==> src/rtl/mips_muldiv_if.sv <==
// Port bundle for the HI/LO multiply/divide unit. The EXECUTE stage owns the
// master side and the muldiv unit owns the slave side.
interface mips_muldiv_if #(
  parameter int LENGTH = 32
);
  // Handshake: i_start is accepted on a rising clock edge only while o_busy=0
  // and i_flush=0. o_busy stays high until the result is written. o_done is
  // high for exactly one cycle, and HI/LO are valid in that same cycle.
  logic              i_start;
  logic [1:0]        i_op;
  logic [LENGTH-1:0] i_a;
  logic [LENGTH-1:0] i_b;
  logic              i_mthi;
  logic              i_mtlo;
  logic [LENGTH-1:0] i_wdata;
  logic              i_flush;
  logic [LENGTH-1:0] o_hi;
  logic [LENGTH-1:0] o_lo;
  logic              o_busy;
  logic              o_done;
  logic [1:0]        o_state;

  modport master (
    output i_start, i_op, i_a, i_b, i_mthi, i_mtlo, i_wdata, i_flush,
    input  o_hi, o_lo, o_busy, o_done, o_state
  );

  modport slave (
    input  i_start, i_op, i_a, i_b, i_mthi, i_mtlo, i_wdata, i_flush,
    output o_hi, o_lo, o_busy, o_done, o_state
  );
endinterface

==> src/rtl/mips_muldiv_unit.sv <==
// Iterative MULT/MULTU/DIV/DIVU unit with HI/LO registers. Each operation
// processes one bit per cycle, takes LENGTH cycles, and then spends one
// cycle on sign fix-up.
module mips_muldiv_unit #(
  parameter int LENGTH = 32,
  localparam int CNT_W = $clog2(LENGTH + 1)
) (
  input  logic          i_clk,
  input  logic          i_rst_n,
  mips_muldiv_if.slave  bus
);

  typedef enum logic [1:0] {
    IDLE = 2'd0,
    CALC = 2'd1,
    FIX  = 2'd2
  } state_e;

  state_e              state_q, state_d;
  logic [CNT_W-1:0]    cnt_q, cnt_d;
  logic [LENGTH-1:0]   hi_q, hi_d;
  logic [LENGTH-1:0]   lo_q, lo_d;
  logic [LENGTH-1:0]   m_q, m_d;
  logic [LENGTH-1:0]   a_raw_q, a_raw_d;
  logic [2*LENGTH-1:0] acc_q, acc_d;
  logic                is_div_q, is_div_d;
  logic                neg_q, neg_d;
  logic                sign_a_q, sign_a_d;
  logic                busy_q, busy_d;
  logic                done_q, done_d;

  logic                in_sign_a, in_sign_b;
  logic [LENGTH-1:0]   a_mag, b_mag;
  logic [LENGTH:0]     mul_sum, div_rem, div_diff;
  logic [2*LENGTH-1:0] mul_step, div_step, prod;
  logic [LENGTH-1:0]   quot, rem;

  assign in_sign_a = bus.i_op[0] & bus.i_a[LENGTH-1];
  assign in_sign_b = bus.i_op[0] & bus.i_b[LENGTH-1];
  assign a_mag     = in_sign_a ? -bus.i_a : bus.i_a;
  assign b_mag     = in_sign_b ? -bus.i_b : bus.i_b;

  // m_q holds the operand that is not kept in the accumulator: the
  // multiplicand for a multiply, or the divisor for a divide.
  assign mul_sum  = {1'b0, acc_q[2*LENGTH-1:LENGTH]} + (acc_q[0] ? {1'b0, m_q} : '0);
  assign mul_step = {mul_sum, acc_q[LENGTH-1:1]};

  // Restoring divide: the upper half is the partial remainder and the lower
  // half shifts the dividend out while the quotient shifts in.
  assign div_rem  = {acc_q[2*LENGTH-1:LENGTH], acc_q[LENGTH-1]};
  assign div_diff = div_rem - {1'b0, m_q};
  assign div_step = div_diff[LENGTH]
                  ? {div_rem[LENGTH-1:0], acc_q[LENGTH-2:0], 1'b0}
                  : {div_diff[LENGTH-1:0], acc_q[LENGTH-2:0], 1'b1};

  assign prod = neg_q ? -acc_q : acc_q;
  assign quot = neg_q ? -acc_q[LENGTH-1:0] : acc_q[LENGTH-1:0];
  assign rem  = sign_a_q ? -acc_q[2*LENGTH-1:LENGTH] : acc_q[2*LENGTH-1:LENGTH];

  always_comb begin
    state_d  = state_q;
    cnt_d    = cnt_q;
    hi_d     = hi_q;
    lo_d     = lo_q;
    m_d      = m_q;
    a_raw_d  = a_raw_q;
    acc_d    = acc_q;
    is_div_d = is_div_q;
    neg_d    = neg_q;
    sign_a_d = sign_a_q;
    done_d   = 1'b0;

    case (state_q)
      IDLE: begin
        if (bus.i_start && !bus.i_flush) begin
          is_div_d = bus.i_op[1];
          sign_a_d = in_sign_a;
          neg_d    = in_sign_a ^ in_sign_b;
          a_raw_d  = bus.i_a;
          m_d      = bus.i_op[1] ? b_mag : a_mag;
          acc_d    = {{LENGTH{1'b0}}, (bus.i_op[1] ? a_mag : b_mag)};
          cnt_d    = '0;
          state_d  = CALC;
        end else begin
          if (bus.i_mthi) hi_d = bus.i_wdata;
          if (bus.i_mtlo) lo_d = bus.i_wdata;
        end
      end
      CALC: begin
        if (bus.i_flush) begin
          state_d = IDLE;
        end else begin
          acc_d = is_div_q ? div_step : mul_step;
          cnt_d = cnt_q + CNT_W'(1);
          if (cnt_q == CNT_W'(LENGTH - 1)) state_d = FIX;
        end
      end
      FIX: begin
        state_d = IDLE;
        if (!bus.i_flush) begin
          done_d = 1'b1;
          if (!is_div_q) begin
            {hi_d, lo_d} = prod;
          end else if (m_q == '0) begin
            lo_d = '1;
            hi_d = a_raw_q;
          end else begin
            lo_d = quot;
            hi_d = rem;
          end
        end
      end
      default: state_d = IDLE;
    endcase

    busy_d = (state_d != IDLE);
  end

  always_ff @(posedge i_clk or negedge i_rst_n) begin
    if (!i_rst_n) begin
      state_q  <= IDLE;
      cnt_q    <= '0;
      hi_q     <= '0;
      lo_q     <= '0;
      m_q      <= '0;
      a_raw_q  <= '0;
      acc_q    <= '0;
      is_div_q <= 1'b0;
      neg_q    <= 1'b0;
      sign_a_q <= 1'b0;
      busy_q   <= 1'b0;
      done_q   <= 1'b0;
    end else begin
      state_q  <= state_d;
      cnt_q    <= cnt_d;
      hi_q     <= hi_d;
      lo_q     <= lo_d;
      m_q      <= m_d;
      a_raw_q  <= a_raw_d;
      acc_q    <= acc_d;
      is_div_q <= is_div_d;
      neg_q    <= neg_d;
      sign_a_q <= sign_a_d;
      busy_q   <= busy_d;
      done_q   <= done_d;
    end
  end

  assign bus.o_hi    = hi_q;
  assign bus.o_lo    = lo_q;
  assign bus.o_busy  = busy_q;
  assign bus.o_done  = done_q;
  assign bus.o_state = state_q;

endmodule

==> src/flat_wrapper.sv <==
// flat-port wrapper written by rule: the top's interface ports become plain ports
module mips_muldiv_unit_flat 
#(
  parameter int LENGTH = 32,
  localparam int CNT_W = $clog2(LENGTH + 1)
)
  (i_clk, i_rst_n, bus_i_start, bus_i_op, bus_i_a, bus_i_b, bus_i_mthi, bus_i_mtlo, bus_i_wdata, bus_i_flush, bus_o_hi, bus_o_lo, bus_o_busy, bus_o_done, bus_o_state);
  mips_muldiv_if #(.LENGTH(LENGTH)) bus_i ();
  input  logic i_clk;
  input  logic i_rst_n;
  input wire logic [$bits(bus_i.i_start)-1:0] bus_i_start;
  input wire logic [$bits(bus_i.i_op)-1:0] bus_i_op;
  input wire logic [$bits(bus_i.i_a)-1:0] bus_i_a;
  input wire logic [$bits(bus_i.i_b)-1:0] bus_i_b;
  input wire logic [$bits(bus_i.i_mthi)-1:0] bus_i_mthi;
  input wire logic [$bits(bus_i.i_mtlo)-1:0] bus_i_mtlo;
  input wire logic [$bits(bus_i.i_wdata)-1:0] bus_i_wdata;
  input wire logic [$bits(bus_i.i_flush)-1:0] bus_i_flush;
  output wire logic [$bits(bus_i.o_hi)-1:0] bus_o_hi;
  output wire logic [$bits(bus_i.o_lo)-1:0] bus_o_lo;
  output wire logic [$bits(bus_i.o_busy)-1:0] bus_o_busy;
  output wire logic [$bits(bus_i.o_done)-1:0] bus_o_done;
  output wire logic [$bits(bus_i.o_state)-1:0] bus_o_state;
  assign bus_i.i_start = bus_i_start;
  assign bus_i.i_op = bus_i_op;
  assign bus_i.i_a = bus_i_a;
  assign bus_i.i_b = bus_i_b;
  assign bus_i.i_mthi = bus_i_mthi;
  assign bus_i.i_mtlo = bus_i_mtlo;
  assign bus_i.i_wdata = bus_i_wdata;
  assign bus_i.i_flush = bus_i_flush;
  assign bus_o_hi = bus_i.o_hi;
  assign bus_o_lo = bus_i.o_lo;
  assign bus_o_busy = bus_i.o_busy;
  assign bus_o_done = bus_i.o_done;
  assign bus_o_state = bus_i.o_state;
  mips_muldiv_unit #(.LENGTH(LENGTH)) u_core (.i_clk(i_clk), .i_rst_n(i_rst_n), .bus(bus_i));
endmodule
==> config.mk <==
export PLATFORM = sky130hd
export DESIGN_NAME = mips_muldiv_unit_flat
export DESIGN_NICKNAME = d
export VERILOG_FILES = /design/src/rtl/mips_muldiv_if.sv /design/src/rtl/mips_muldiv_unit.sv /design/src/flat_wrapper.sv
export SDC_FILE = /design/constraint.sdc
export NUM_CORES = 1
export LEC_CHECK = 0
export ABC_AREA = 0
export BUFFER_PORTS_ARGS = -buffer_cell sky130_fd_sc_hd__clkbuf_2
export CORE_ASPECT_RATIO = 1.75
export CORE_MARGIN = 4
export CORE_UTILIZATION = 50
export DETAILED_ROUTE_END_ITERATION = 8
export PLACE_DENSITY = 0.78
export SYNTH_ARGS = -nofsm -noshare
export SYNTH_HDL_FRONTEND = slang
export SYNTH_SLANG_ARGS = --single-unit
==> constraint.sdc <==
create_clock -name i_clk -period 8.8 [get_ports i_clk]
set_input_delay 0 -clock i_clk [delete_from_list [all_inputs] [get_ports i_clk]]
set_output_delay 0 -clock i_clk [all_outputs]
set_load 0.02 [all_outputs]
* Word-level counts from Yosys, hierarchy flattened
Cells that the tools add are included.
** Word-level totals
- Register bits :: 205
- Output and inout port bits :: 68
- Word-level logic and storage cells :: 77
** Operators by class
- Bitwise gates (word level) :: 3
- Reduce and logical (&&, ||, !) cells :: 11
- Add/sub/neg operators :: 8
- Equality and inequality tests :: 9
- Muxes and demuxes :: 34
** Operator list (number)
- 32-bit 2-to-1 mux :: 17
- 64-bit 2-to-1 mux :: 5
- 32-bit negator :: 4
- 32-bit one-hot mux with 2 select lines :: 2
- 64-bit one-hot mux with 2 select lines :: 1
- 64-bit negator :: 1
- 32-bit by 33-bit adder with 33-bit output :: 1
- 33-bit by 32-bit subtractor with 33-bit output :: 1
- 32-bit logical NOT :: 1
- 6-bit 2-to-1 mux :: 2
- 6-bit one-hot mux with 2 select lines :: 1
- 2-bit inequality test, second input constant :: 5
- 4-bit AND reduction :: 2
- 6-bit by 1-bit adder with 6-bit output, second input constant :: 1
- 6-bit by 5-bit == test with 1-bit output, second input constant :: 1
- 2-bit 2-to-1 mux :: 3
- 2-bit nonzero test :: 3
- 2-bit one-hot mux with 2 select lines :: 1
- 3-bit AND reduction :: 1
- 1-bit bitwise AND :: 2
- 2-bit by 1-bit == test with 1-bit output, second input constant :: 1
- 2-bit == test, second input constant :: 1
- 2-bit logical NOT :: 1
- 1-bit 2-to-1 mux :: 2
- other kinds (5) :: 5

* Depth between registers and ports, before layout
Gate-level depths: netlist of the first run.
- Depth in word-level cells :: 6
- Depth in mapped cells :: 14
- Depth with buffers taken out :: 14

* Least setup slack after synthesis of the first run
Ideal clock, no wire load.
- Path type :: reg2reg
- From :: reg u_core.acc_q[31]
- To :: reg u_core.acc_q[34]
- Cell stages (with the launch flop) :: 14
- Buffers on the path :: 1
- Path slack :: 4.896 ns
- Clock period less this slack :: 3.904 ns
- Setup time :: 0.126 ns
- Arrival time :: 3.778 ns
- Cells stage by stage :: dfrtp_1 inv_1 ha_1 fa_1 nand2b_1 a21o_1 a31o_2 a2111oi_0 o21a_1 a21o_1 xor2_1 buf_2 o21ai_0 a221o_1
** On the way
- Word-level cells in the longest chain between the ends :: 5
** RTL lines
- from (decl) :: RTL line mips_muldiv_unit.sv:25 : logic [2*LENGTH-1:0] acc_q, acc_d;
- from (signal assigned) :: RTL line mips_muldiv_unit.sv:127 : acc_q <= '0;
- from (signal assigned) :: RTL line mips_muldiv_unit.sv:140 : acc_q <= acc_d;
- 33-bit by 32-bit subtractor with 33-bit output :: RTL line mips_muldiv_unit.sv:51 : assign div_diff = div_rem - {1'b0, m_q};
- 64-bit 2-to-1 mux :: RTL line mips_muldiv_unit.sv:53 : ? {div_rem[LENGTH-1:0], acc_q[LENGTH-2:0], 1'b0}
- 64-bit 2-to-1 mux :: RTL line mips_muldiv_unit.sv:93 : acc_d = is_div_q ? div_step : mul_step;
- 64-bit 2-to-1 mux :: RTL line mips_muldiv_unit.sv:90 : if (bus.i_flush) begin
- 64-bit one-hot mux with 2 select lines :: RTL line mips_muldiv_unit.sv:73 : case (state_q)
Every way passes these cells. The select of a mux whose other input is x is not followed.
A chain may end at the register's enable or synchronous reset.

* Worst setup path after layout of the first run
- From :: reg u_core.acc_q[31]
- To :: reg u_core.acc_q[58]
The elaborated chain is that of the path after synthesis.

==> flow_summary.yaml, run 1 <==
synth:
  syn_area_sq_um: 17100
  synth_edf_count: 0
  async_reset_ff_share_pct: 100
  synth-compound-area-share_pct: 25.0
  yosysUniqueCellTypes: 72
  synth-seq-cells: 205
  synthMuxAreaShare_pct: 4.39
  synth-xor-area-share_pct: 10.3
  syn_inst: 2212
  yosys.area_share.simple_pct: 19.9
  yosysWarnings: 0
  ys_seq_area_share_pct: 30.1
  ys.flop_type: "dfrtp_1"
  syn_nets: 2387
  postSynthAreaPerCell_sq_um: 7.71
  synth_top_family_by_area: "compound AO/OA/AOI/OAI gates"
  synthAdderAreaFrac_pct: 5.30
cts:
  cts_resized: 0
  clockBufferDepth: 3
  path_clk_slew_ps: 70
  cts.sinks: 205
  cts_tree: "built"
  post_cts_buffers: 0
  cts_made_buffers: 21
  clk_latency_ps: 540
  cts_root_buffer: "clkbuf_16"
  htree_levels: 1
worst_hold_path:
  worstHoldPathType: "in2reg"
job:
  maxCapViolCount: 0
sta:
  post-route-min-period_ps: 4600
  tns_ps: 0
  worst_hold_slack_ps: 17.4
  slew_violations: 0
  finalHoldViolations: 0
  setup_violations: 0
  finalCritPeriodShare_pct: 52.2
  worst_pin_slew_ps: 1060
  fmax_mhz: 218
  worst_slack_ps: 4200
  clock-skew-final_ps: 25.6
  rsz0062_at_grt: "no"
  slew_headroom_pct: 29.4
die:
  num_rows: 89
  die_width_microns: 148
  io_pins: 172
  coreArea_sq_um: 33700
  die_y_microns: 252
  start_util_pct: 50.6
  die_area_sq_um: 37300
placed_design:
  port_buffers: 171
  pre_cts_slack_ps: 4350
  hpwlAfterDp_mm: 52.1
  post_dp_cell_area_sq_um: 18100
  gp_congestion: 1.03
worst_setup_path:
  worst_path_largest_cell_delay_ps: 500
  path_buf_inv: 3
  start_kind: "flip-flop"
  arrival_ps: 4970
  crit_path_max_fanout: 43
  crit_family: "compound AO/OA/AOI/OAI gates"
  criticalPathCategory: "reg2reg"
  end_kind: "flip-flop"
  critPathRequiredTime_ps: 9170
  worstPathCellList: "inv_1, ha_1, fa_1, nand2b_1, a21o_1, a31o_2, a2111oi_0, buf_4, o21a_1, a21o_1, xor2_4, buf_4, mux2_2, a22oi_1, o21ai_0"
  crit_slowest_cell: "dfrtp_1"
final_layout:
  fillers: 3042
  area_growth_pct: 14.3
  multi_input_area_sq_um: 11100
  seqCellArea_sq_um: 5130
  finish.net_count: 2515
  final_common_cell: "nand2_1"
  drive_above_1_share_pct: 11.2
  most-common-layout-cells: "nand2_1 (304), o21ai_0 (221), nor2_1 (221)"
  stdcell_area_sq_um: 19500
run_status:
  outcome: "complete, no violations"
global_routing:
  grt_pass1_vias: 17565
  grt_pass1_wl_mm: 104
  grt.overflow.total: 0
  grt_start_max_net_pins: 92
  grt_use_total_pct: 36.3
  antenna_found_initial: 2
routing:
  ant_nets: 0
  first_pass_iters: 6
  via_per_inst: 6.48
  drt_iter0_markers: 1978
  wl_mm: 69.8
  num_vias: 18199
  remaining_drc_errors: 0
  wl_per_cell_microns: 24.8
power_and_ir_drop:
  pwr_density_cell_nw_per_um2: 297
  vdd_drop_max_uv: 146
  p_leak_nw: 8.62
per-stage QoR:
| step | instances | power [mW] | util (%) |
|---|---|---|---|
| floorplan | 2212 | 3.75 | - |
| global placement | 2699 | 4.70 | 53.6 |
| detailed placement | 2699 | 4.74 | 53.6 |
| CTS | 2809 | 5.67 | 57.8 |
| global route | 2809 | 6.09 | 57.8 |
| finish | 2810 | 5.78 | 57.8 |
per-layer routing:
layer  GRT usage [%]  routed length [microns]  up-vias
li1                -                        -     8142
met1            37.6                    22900     8597
met2            61.3                    33100     1075
met3            5.69                     5100      383
met4            35.2                     8760        2
met5               0                        9        -
report_power, final:
part | switching (mW) | internal, mW | total, mW
combinational | 1.95 | 1.25 | 3.20
sequential | 0.499 | 1.17 | 1.67
clock | 0.433 | 0.477 | 0.910
total | 2.89 | 2.90 | 5.78
layout make-up:
type,count,share of cell area (%)
multi-input cells,1781,57.1
flip-flops and latches,205,26.3
repair buffers,265,8.99
well taps,455,2.92
clock buffers,23,2.73
inverters,66,1.27
clock inverters,14,0.661
diodes,1,0.0128
repair_timing:
action	4_1_cts	5_1_grt
hold endpoints to repair	182	0
hold buffers	73	0
endpoints found under the setup margin	0	0
cells in the mapped netlist (33+ instances only):
cell type  count  area [sq um]
a211oi_1      33           248
a21o_1        43           323
a21oi_1      152           761
clkbuf_1     142           533
dfrtp_1      205          5130
ha_1          69           863
inv_1         65           244
mux2i_1       68           681
nand2_1      304          1140
nand3_1       40           200
nor2_1       223           837
nor3_1        35           175
o21ai_0      221          1110
xnor2_1      117          1020
xor2_1        84           736
logic make-up after synthesis:
logic type	Yosys count
flip-flops	205
adder cells (fa/ha/maj)	71
AO/OA/AOI/OAI	679
AND/OR/NAND/NOR	756
multiplexers	74
buffers and inverters	226
XOR/XNOR	201
tightest hold or removal path, stage by stage:
cell	delay [ps]
clkbuf_2	100
xnor2_1	100
nand2_1	80
a31oi_1	80
a21oi_1	130
worst paths after layout:
| check | start | to | slack (ps) | cells after the start |
|---|---|---|---|---|
| max | u_core.acc_q[31] | u_core.acc_q[58] | 4200 | 15 |
| min | bus_i_b[13] | u_core.acc_q[13] | 20 | 5 |
| max reg2reg | u_core.acc_q[31] | u_core.acc_q[58] | 4200 | 15 |
| min reg2reg | u_core.bus.o_lo[10] | u_core.bus.o_lo[10] | 480 | 2 |
| max in group asynchronous | i_rst_n | u_core.is_div_q | 7050 | 3 |
| min in group asynchronous | i_rst_n | u_core.acc_q[42] | 90 | 2 |
registers in the layout (all words and copies together), names as in the netlist:
| register | count |
|---|---|
| u_core.acc_q | 64 |
| u_core.a_raw_q | 32 |
| u_core.bus.o_hi | 32 |
| u_core.bus.o_lo | 32 |
| u_core.m_q | 32 |
| u_core.cnt_q | 6 |
| u_core.bus.o_state | 2 |
| u_core.bus.o_busy | 1 |
| u_core.bus.o_done | 1 |
| u_core.is_div_q | 1 |
| u_core.neg_q | 1 |
| u_core.sign_a_q | 1 |
Power figures use the tool's default switching activity.
==> run 2, diff against run 1 <==
ABC_AREA = 1   (was 0)
PLACE_DENSITY = 0.8   (was 0.78)
clock period = 4.1 ns   (was 8.8 ns; I/O delays follow)
==> run 2 against run 1 <==
Effect of this change: the flow now finishes with violations (DRC); fmax increased by 40%; register-to-register slack got worse by 3400 ps; highest routed layer unchanged; clock power grew to 2.5 times the previous value; critical endpoint is now u_core.acc_q[39]; via count rose by 34%.
==> flow_summary.yaml, run 2 <==
synth:
  postSynthAreaPerCell_sq_um: 5.88
  syn_nets: 3589
  synth_edf_count: 0
  synth_common_cells: "nand2_1 (1064), inv_1 (427), nor2_1 (387), nand3_1 (354), a21oi_1 (248)"
  synth_most_common_cell: "nand2_1"
  syn_area_sq_um: 20100
  syn_inst: 3414
  async_reset_ff_share_pct: 100
  synth-seq-cells: 205
  ys.flop_type: "dfrtp_1"
  yosysWarnings: 0
  synth_top_area_share_pct: 25.6
  yosysUniqueCellTypes: 48
  ys_seq_area_share_pct: 25.6
  netlist_top_cells_area: "dfrtp_1 (26%), nand2_1 (20%), nand3_1 (8.8%), inv_1 (8.0%), nor2_1 (7.2%)"
  synth_area_leader_cell: "dfrtp_1"
routing:
  via_per_inst: 5.92
  drt_iter0_markers: 2551
  remaining_drc_errors: 2
  wl_mm: 96.5
  wl_per_cell_microns: 23.3
  ant_nets: 0
  num_vias: 24460
  first_pass_iters: 9
sta:
  tns_ps: 0
  clock-skew-final_ps: 21.0
  setup_violations: 0
  fmax_mhz: 306
  worst_pin_slew_ps: 991
  slew_headroom_pct: 33.8
  post-route-min-period_ps: 3270
  rsz0062_at_grt: "no"
  slew_violations: 0
  finalCritPeriodShare_pct: 79.8
  worst_slack_ps: 827
  finalHoldViolations: 0
placed_design:
  dp_cells: 3995
  pre_cts_slack_ps: 901
  gp_congestion: 1.09
  hpwlAfterDp_mm: 74.3
  port_buffers: 171
cts:
  cts_root_buffer: "clkbuf_16"
  cts.sinks: 205
  clk_latency_ps: 560
  cts_made_buffers: 23
  cts_resized: 0
  cts_tree: "built"
  path_clk_slew_ps: 70
  clockBufferDepth: 3
  htree_levels: 1
power_and_ir_drop:
  p_clk_share_pct: 15.0
  power_switching_mw: 8.60
  p_sw_share_pct: 55.9
  vdd_drop_max_uv: 545
  pwr_density_cell_nw_per_um2: 665
  p_comb_share_pct: 62.8
  p_seq_share_pct: 22.2
  p_leak_nw: 12.0
  internal_power_mw: 6.78
final_layout:
  final_util_pct: 58.7
  final_common_cell: "nand2_1"
  finish.net_count: 3797
  most-common-layout-cells: "nand2_1 (1064), inv_1 (425), nor2_1 (384)"
  drive_above_1_share_pct: 8.63
  stdcell_count: 4135
  largest_reg_flops: 64
  area_growth_pct: 15.2
  top_register: "u_core.acc_q"
worst_setup_path:
  arrival_ps: 3690
  r2r_end: "u_core.acc_q[39]"
  worstPathCellList: "clkinv_1, fa_1, inv_1, nand2_1, nand2_1, nand3_1, nand2_1, nand2_1, nand2_2, nand2_1, nand3_1, nand2_2, nor2_1, nand2_1, nand3_1, o21ai_0"
  crit_path_max_fanout: 31
  reg2reg_depth: 16
  criticalPathCategory: "reg2reg"
  worst-r2r-setup-slack_ps: 830
  cp_common_cell: "nand2_1"
  rr_startpoint: "u_core.acc_q[32]"
  crit_slowest_cell: "fa_1"
  crit_family: "simple AND/OR/NAND/NOR gates"
  path_buf_inv: 2
  end_kind: "flip-flop"
  start_kind: "flip-flop"
  critPathRequiredTime_ps: 4520
  worst_path_largest_cell_delay_ps: 540
die:
  start_util_pct: 50.9
  die_y_microns: 273
  io_pins: 172
  coreArea_sq_um: 39400
  die_area_sq_um: 43500
  die_width_microns: 159
  num_rows: 96
run_status:
  violations: "DRC"
  outcome: "finished, violations left"
job:
  maxCapViolCount: 0
worst_hold_path:
  hp-start: "bus_i_b[15]"
  worstHoldPathType: "in2reg"
  hold_path_depth: 5
  min_to: "u_core.m_q[15]"
global_routing:
  antenna_found_initial: 4
  grt_use_total_pct: 42.6
  grt_start_max_net_pins: 112
  grt_pass1_wl_mm: 141
  grt_pass1_vias: 23692
  grt.overflow.total: 0
==> run 2: power by group through the flow <==
stage          Sequential (mW)  Combinational, mW  Clock, mW
3_5_place_dp              3.36               9.25          0
3_3_place_gp              3.35               9.25          0
5_1_grt                   3.40               10.5       2.39
6_report                  3.41               9.65       2.31
4_1_cts                   3.33               9.37       2.31
2_1_floorplan             3.20               6.21          0
==> run 2: timing repair <==
action	CTS	global route
buffers inserted	0	0
hold buffers	92	0
endpoints found under the hold margin	238	0
==> run 2: area by class of cell <==
class	count	area (sq um)
sequential	205	5130
antenna	6	15.0
multi-input combinational	2645	12700
clock buffer	24	579
inverter	439	1650
tap	490	613
clock inverter	18	233
timing repair buffer	308	2160
fill	4003	16300
==> run 2: logic make-up (layout without fill, tap and decap cells) <==
family,Yosys count,count (layout),synth area share [%]
buffers and inverters,564,789,11.0
AOI/OAI and AO/OA,550,550,15.0
and+or+nand+nor,1936,1936,40.1
other,0,6,0
xor gates and xnor gates,88,88,3.84
DFF,205,205,25.6
adders and majority gates,71,71,4.50
==> run 2: layer usage <==
metal  vias up  GRT usage [%]  wire, microns
met4         4           48.7          14100
li1      11426              -              -
met2      1458           69.8          43800
met3       571           8.19           7750
met1     11001           42.4          30800
met5         -              0             23
==> run 2: how the worst max path moves through the flow <==
stage	depth (start not counted)	to	slack, ps	from
6_report	16	u_core.acc_q[39]	830	u_core.acc_q[32]
5_1_grt	16	u_core.acc_q[40]	500	u_core.acc_q[32]
4_1_cts	16	u_core.acc_q[40]	880	u_core.acc_q[32]
3_5_place_dp	16	u_core.acc_q[37]	900	u_core.acc_q[32]
3_3_place_gp	16	u_core.acc_q[38]	950	u_core.acc_q[32]
2_1_floorplan	19	u_core.acc_q[62]	1680	u_core.acc_q[32]
==> run 2: worst register-to-register path, cell delays in order, from the launching register on <==
cell      delay, ps
dfrtp_1         480
clkinv_1        330
fa_1            540
inv_1           120
nand2_1          60
nand2_1          70
nand3_1          60
nand2_1         130
nand2_1          90
nand2_2          90
nand2_1          80
nand3_1          90
nand2_2         380
nor2_1          380
nand2_1          90
nand3_1          80
o21ai_0          80
==> run 2: through the flow <==
stage / hold WS [ps] / cell area [sq um] / total power [mW]
floorplan: -296 / 20100 / 9.41
global placement: 192 / 21400 / 12.6
CTS: 2.70 / 23100 / 15.0
detailed placement: 196 / 21400 / 12.6
global route: 40.4 / 23100 / 16.3
finish: 5.47 / 23100 / 15.4
